<file path="config.mk">
export PLATFORM = sky130hd
export DESIGN_NAME = mux16_stream_arb
export DESIGN_NICKNAME = d
export VERILOG_FILES = /design/src/rtl/mux16_stream_arb.sv
export SDC_FILE = /design/constraint.sdc
export NUM_CORES = 1
export LEC_CHECK = 0
export CORE_MARGIN = 5
export CORE_UTILIZATION = 45
export CTS_BUF_LIST = sky130_fd_sc_hd__clkbuf_8
export DETAILED_ROUTE_END_ITERATION = 7
export PLACE_DENSITY = 0.95
export SYNTH_ARGS = -nofsm -noshare
export SYNTH_HDL_FRONTEND = slang
export SYNTH_SLANG_ARGS = --single-unit
</file>
<file path="constraint.sdc">
create_clock -name clk -period 6.8 [get_ports clk]
set_input_delay 1.36 -clock clk [delete_from_list [all_inputs] [get_ports clk]]
set_output_delay 1.36 -clock clk [all_outputs]
set_load 0.01 [all_outputs]
</file>
<file path="src/rtl/mux16_stream_arb.sv">
// mux16_stream_arb
//   Two-input packet arbiter for 16-bit valid/ready streams. The grant is
//   held for the whole packet, from the first beat until the beat with last=1.
//   A round-robin pointer alternates priority between channels when both
//   request at a packet boundary. Beats pass through a one-entry output
//   register that can load and be consumed in the same cycle.
//
// Handshake: a beat moves on a channel in every cycle where valid and ready
//   are both 1 at the rising clk edge. A producer holds valid, data and last
//   stable until that edge. Ready may depend combinationally on valid. On the
//   output side, out_data and out_last stay stable while out_valid=1 and
//   out_ready=0.
//
// Ports
//   clk        clock; all state changes on the rising edge
//   rst_n      asynchronous active-low reset
//   a_data     channel A beat data (16)
//   a_valid    channel A beat present
//   a_last     channel A beat is the final beat of its packet
//   a_ready    channel A beat accepted this cycle
//   b_data     channel B beat data (16)
//   b_valid    channel B beat present
//   b_last     channel B beat is the final beat of its packet
//   b_ready    channel B beat accepted this cycle
//   out_data   registered selected beat (16)
//   out_valid  out_data holds an unconsumed beat
//   out_last   registered last flag of out_data
//   out_ready  downstream accepts the beat when out_valid=1
//   sel        current grant, 0 = A and 1 = B; selects the data mux
//   fsm_state  debug view of the FSM: 0 = IDLE, 1 = LOCK_A, 2 = LOCK_B
//   prio       debug view of the round-robin pointer, 0 = A preferred
module mux16_stream_arb (
  input  logic        clk,
  input  logic        rst_n,
  input  logic [15:0] a_data,
  input  logic        a_valid,
  input  logic        a_last,
  output logic        a_ready,
  input  logic [15:0] b_data,
  input  logic        b_valid,
  input  logic        b_last,
  output logic        b_ready,
  output logic [15:0] out_data,
  output logic        out_valid,
  output logic        out_last,
  input  logic        out_ready,
  output logic        sel,
  output logic [1:0]  fsm_state,
  output logic        prio
);

  typedef enum logic [1:0] {
    IDLE   = 2'd0,
    LOCK_A = 2'd1,
    LOCK_B = 2'd2
  } state_t;

  state_t      state;
  logic        prio_q;
  logic        sel_q;     // last grant, reused in IDLE when nobody requests

  logic        grant_raw;
  logic        grant;
  logic        load_ok;
  logic        a_xfer;
  logic        b_xfer;
  logic        xfer;
  logic [15:0] xfer_data;
  logic        xfer_last;

  // Grant selection. The locked states pin the grant so the other channel
  // cannot interleave beats into an open packet.
  always_comb begin
    grant_raw = sel_q;
    case (state)
      LOCK_A: grant_raw = 1'b0;
      LOCK_B: grant_raw = 1'b1;
      default: begin
        if (a_valid && !b_valid)      grant_raw = 1'b0;
        else if (!a_valid && b_valid) grant_raw = 1'b1;
        else if (a_valid && b_valid)  grant_raw = prio_q;
        else                          grant_raw = sel_q;
      end
    endcase
  end

  // The reset term keeps sel and both readies low for the whole time rst_n
  // is asserted, even while the inputs are still toggling.
  assign grant   = rst_n & grant_raw;
  assign load_ok = rst_n & (~out_valid | out_ready);

  assign a_ready = load_ok & ~grant;
  assign b_ready = load_ok &  grant;

  assign a_xfer  = a_valid & a_ready;
  assign b_xfer  = b_valid & b_ready;
  assign xfer    = a_xfer | b_xfer;

  // Only the granted channel feeds the output register. The load is also
  // gated by that channel's valid, so data with valid=0 is never captured.
  assign xfer_data = grant ? b_data : a_data;
  assign xfer_last = grant ? b_last : a_last;

  always_ff @(posedge clk or negedge rst_n) begin
    if (!rst_n) begin
      state     <= IDLE;
      prio_q    <= 1'b0;
      sel_q     <= 1'b0;
      out_data  <= 16'h0000;
      out_valid <= 1'b0;
      out_last  <= 1'b0;
    end else begin
      sel_q <= grant;
      if (xfer) begin
        // A load wins over a consume, so the register stays full with the
        // new beat when both happen in the same cycle.
        out_data  <= xfer_data;
        out_last  <= xfer_last;
        out_valid <= 1'b1;
        if (xfer_last) begin
          state  <= IDLE;
          prio_q <= ~grant;
        end else begin
          state  <= grant ? LOCK_B : LOCK_A;
        end
      end else if (out_ready) begin
        out_valid <= 1'b0;
      end
    end
  end

  assign sel       = grant;
  assign fsm_state = state;
  assign prio      = prio_q;

endmodule
</file>
==> results_dict.tcl <==
set metrics [dict create \
    run_status "finished, final reports clean" \
    initial_core_util 0.4701 \
    hold_path.class "flip-flop to flip-flop" \
    power.density_nw_per_um2 409.7 \
    mostFrequentLayoutCell "clkdlybuf4s50_1" \
    finClkSkew_ps 3.611 \
    synth-edff-count 0 \
    die_area_um2 4054 \
    cp_data_arrival_time_ps 3830 \
    min_period_over_period 0.7631 \
    drc 0 \
    vias 1225 \
    setup_ws_ps 1611 \
    combPwrFrac 0.563 \
    max_cap_violations 0 \
    clk_latency_ps 270 \
    viasPerCell 5.671 \
    cts_setup_buffers 0 \
    avgSynthCellArea_um2 10.37 \
    syn_nets 165 \
    place.gp.congestion 0.8190 \
    synth_flop_cell "dfrtp_1" \
    grt_max_degree 26 \
    layout_common_cells "clkdlybuf4s50_1, dfrtp_1, inv_1" \
    htree_levels 1 \
    synth_warnings 0 \
    instances_no_fill 216 \
    worst_slew_pin_slew_ps 1151 \
    cts_resized 0 \
    grt_setup_unrepaired "false" \
    dp_hpwl_um 2626 \
    async_flop_share 1.000 \
    rows 19 \
    hold_viol 0 \
    clockPowerShare 0.153 \
    criticalPathCategory "input pin to output pin" \
    ys_ff_latch 22 \
    antenna_found_initial 0 \
    seqPwrFrac 0.283 \
    drv_slew 0 \
    routedWlPerCell_um 17.18 \
    synthDistinctLibCells 29 \
    core_area_um2 2758 \
    drive_gt1_frac 0.1459 \
    critPathLaunchType "input pin" \
    cts.sinks 22 \
    grt_use_total 0.1902 \
    final_nets 226 \
    finalSetupTns_ps 0 \
    io_buffers 62 \
    stdcell_area_um2 1978 \
    clockBufferDepth 2 \
    crit_path_end_kind "output pin" \
    netlist_instances 125 \
    internal-power_mw 0.5059 \
    die_h_um 63.67 \
    place_inst 212 \
    setup_violations 0 \
    min_period_ps 5189 \
    final_util 0.7173 \
    dpl-instance-area_um2 1907 \
    cts_tree "yes" \
    antenna_cells 0 \
    postCtsHoldBufs 0 \
    area_growth_pct 52.61 \
    io_pins 63 \
    fmax_ghz 0.1927 \
    slew_headroom 0.2316 \
    num-fill-cells 168 \
    power.switching_mw 0.3044 \
    drtPass1Iterations 4 \
    ys_seq_area_frac 0.4247 \
    synth_area_um2 1296 \
    swShare 0.3757 \
    ant_nets 0 \
    grt_pass1_vias 1374 \
    crit_required_ps 5440 \
    routed_wl_um 3710 \
    critPathMaxFanout 19 \
    die_w_um 63.67 \
    pre_cts_slack_ps 1672 \
    grt_pass1_wl_um 6258 \
    cts-root-buf "clkbuf_8" \
    leakage_nw 0.8535 \
    drtIter0Drc 31 \
    clkTransAtPathRegs_ps 80 \
    max-vdd-ir-drop_uv 282.7 \
    numCtsBuffers 3 \
    grt_remaining_overflow 0 \
]
==> worst max-delay path, cell delays in order <==
cell,delay [ps]
clkdlybuf4s50_1,580
nand2_1,200
a311oi_4,910
and2_1,240
clkdlybuf4s50_1,530
==> cell families after synthesis <==
| logic type | Yosys count | share of synthesized area |
|---|---|---|
| adder cells (fa/ha/maj) | 1 | 0.009651 |
| multiplexers | 2 | 0.01930 |
| AND/OR/NAND/NOR | 45 | 0.1641 |
| buffers and inverters | 28 | 0.1071 |
| flip-flops | 22 | 0.4247 |
| AO/OA/AOI/OAI | 27 | 0.2751 |
==> per-stage QoR <==
stage | total power [mW] | hold slack [ps]
2_1_floorplan | 0.4975 | 551.4
3_3_place_gp | 0.6644 | 506.5
3_5_place_dp | 0.6814 | 509.7
4_1_cts | 0.8104 | 528.3
5_1_grt | 0.8570 | 556.6
6_report | 0.8104 | 523.5
==> synthesized netlist by cell type (2+ instances only) <==
library cell  instances  area (µm²)
a221oi_2             16       240.2
and2_1                2       12.51
buf_4                 2       15.01
buf_6                 2       22.52
clkbuf_1              2       7.510
dfrtp_1              22       550.5
inv_1                20       75.07
nand2_1               4       15.01
nor2_1               17       63.81
nor2b_1               2       12.51
nor3_1               17       85.08
o32a_1                2       20.02
==> path summary, 6_finish.rpt <==
path / startpoint / to / slack (ps) / cells past startpoint
min in group asynchronous: rst_n / out_data[9] / 1570 / 2
min reg2reg: out_last / out_last / 520 / 1
min: out_last / out_last / 520 / 1
max: b_valid / b_ready / 1610 / 5
max reg2reg: fsm_state[0] / out_last / 4050 / 6
max in group asynchronous: rst_n / out_data[7] / 4990 / 2
==> flip-flops by register name, indices dropped and copies added, names as in the netlist <==
| name | count |
|---|---|
| fsm_state | 2 |
| out_data | 16 |
| out_last | 1 |
| out_valid | 1 |
| prio | 1 |
| sel_q | 1 |
==> layout make-up <==
type,count,area (µm²),share of cell area
repair buffers,64,635.6,0.3213
multi-input cells,75,606.8,0.3068
flip-flops and latches,22,550.5,0.2783
inverters,20,75.07,0.03795
clock buffers,3,41.29,0.02087
well taps,31,38.79,0.01961
clock inverters,1,30.03,0.01518
==> routing by layer <==
metal	up-vias	share of wire	global-route usage
met3	7	0.095	0.05861
met1	586	0.38	0.2122
met5	-	0	0
met4	0	0.014	0.05974
met2	61	0.51	0.3401
li1	571	-	-
==> power groups by stage <==
stage          sequential (mW)  clock, mW  combinational (mW)
2_1_floorplan            0.252          0               0.245
6_report                 0.230      0.124               0.456
3_5_place_dp             0.229          0               0.453
3_3_place_gp             0.227          0               0.437
5_1_grt                  0.237      0.130               0.491
4_1_cts                  0.229      0.123               0.458
Power figures use the tool's default switching activity.
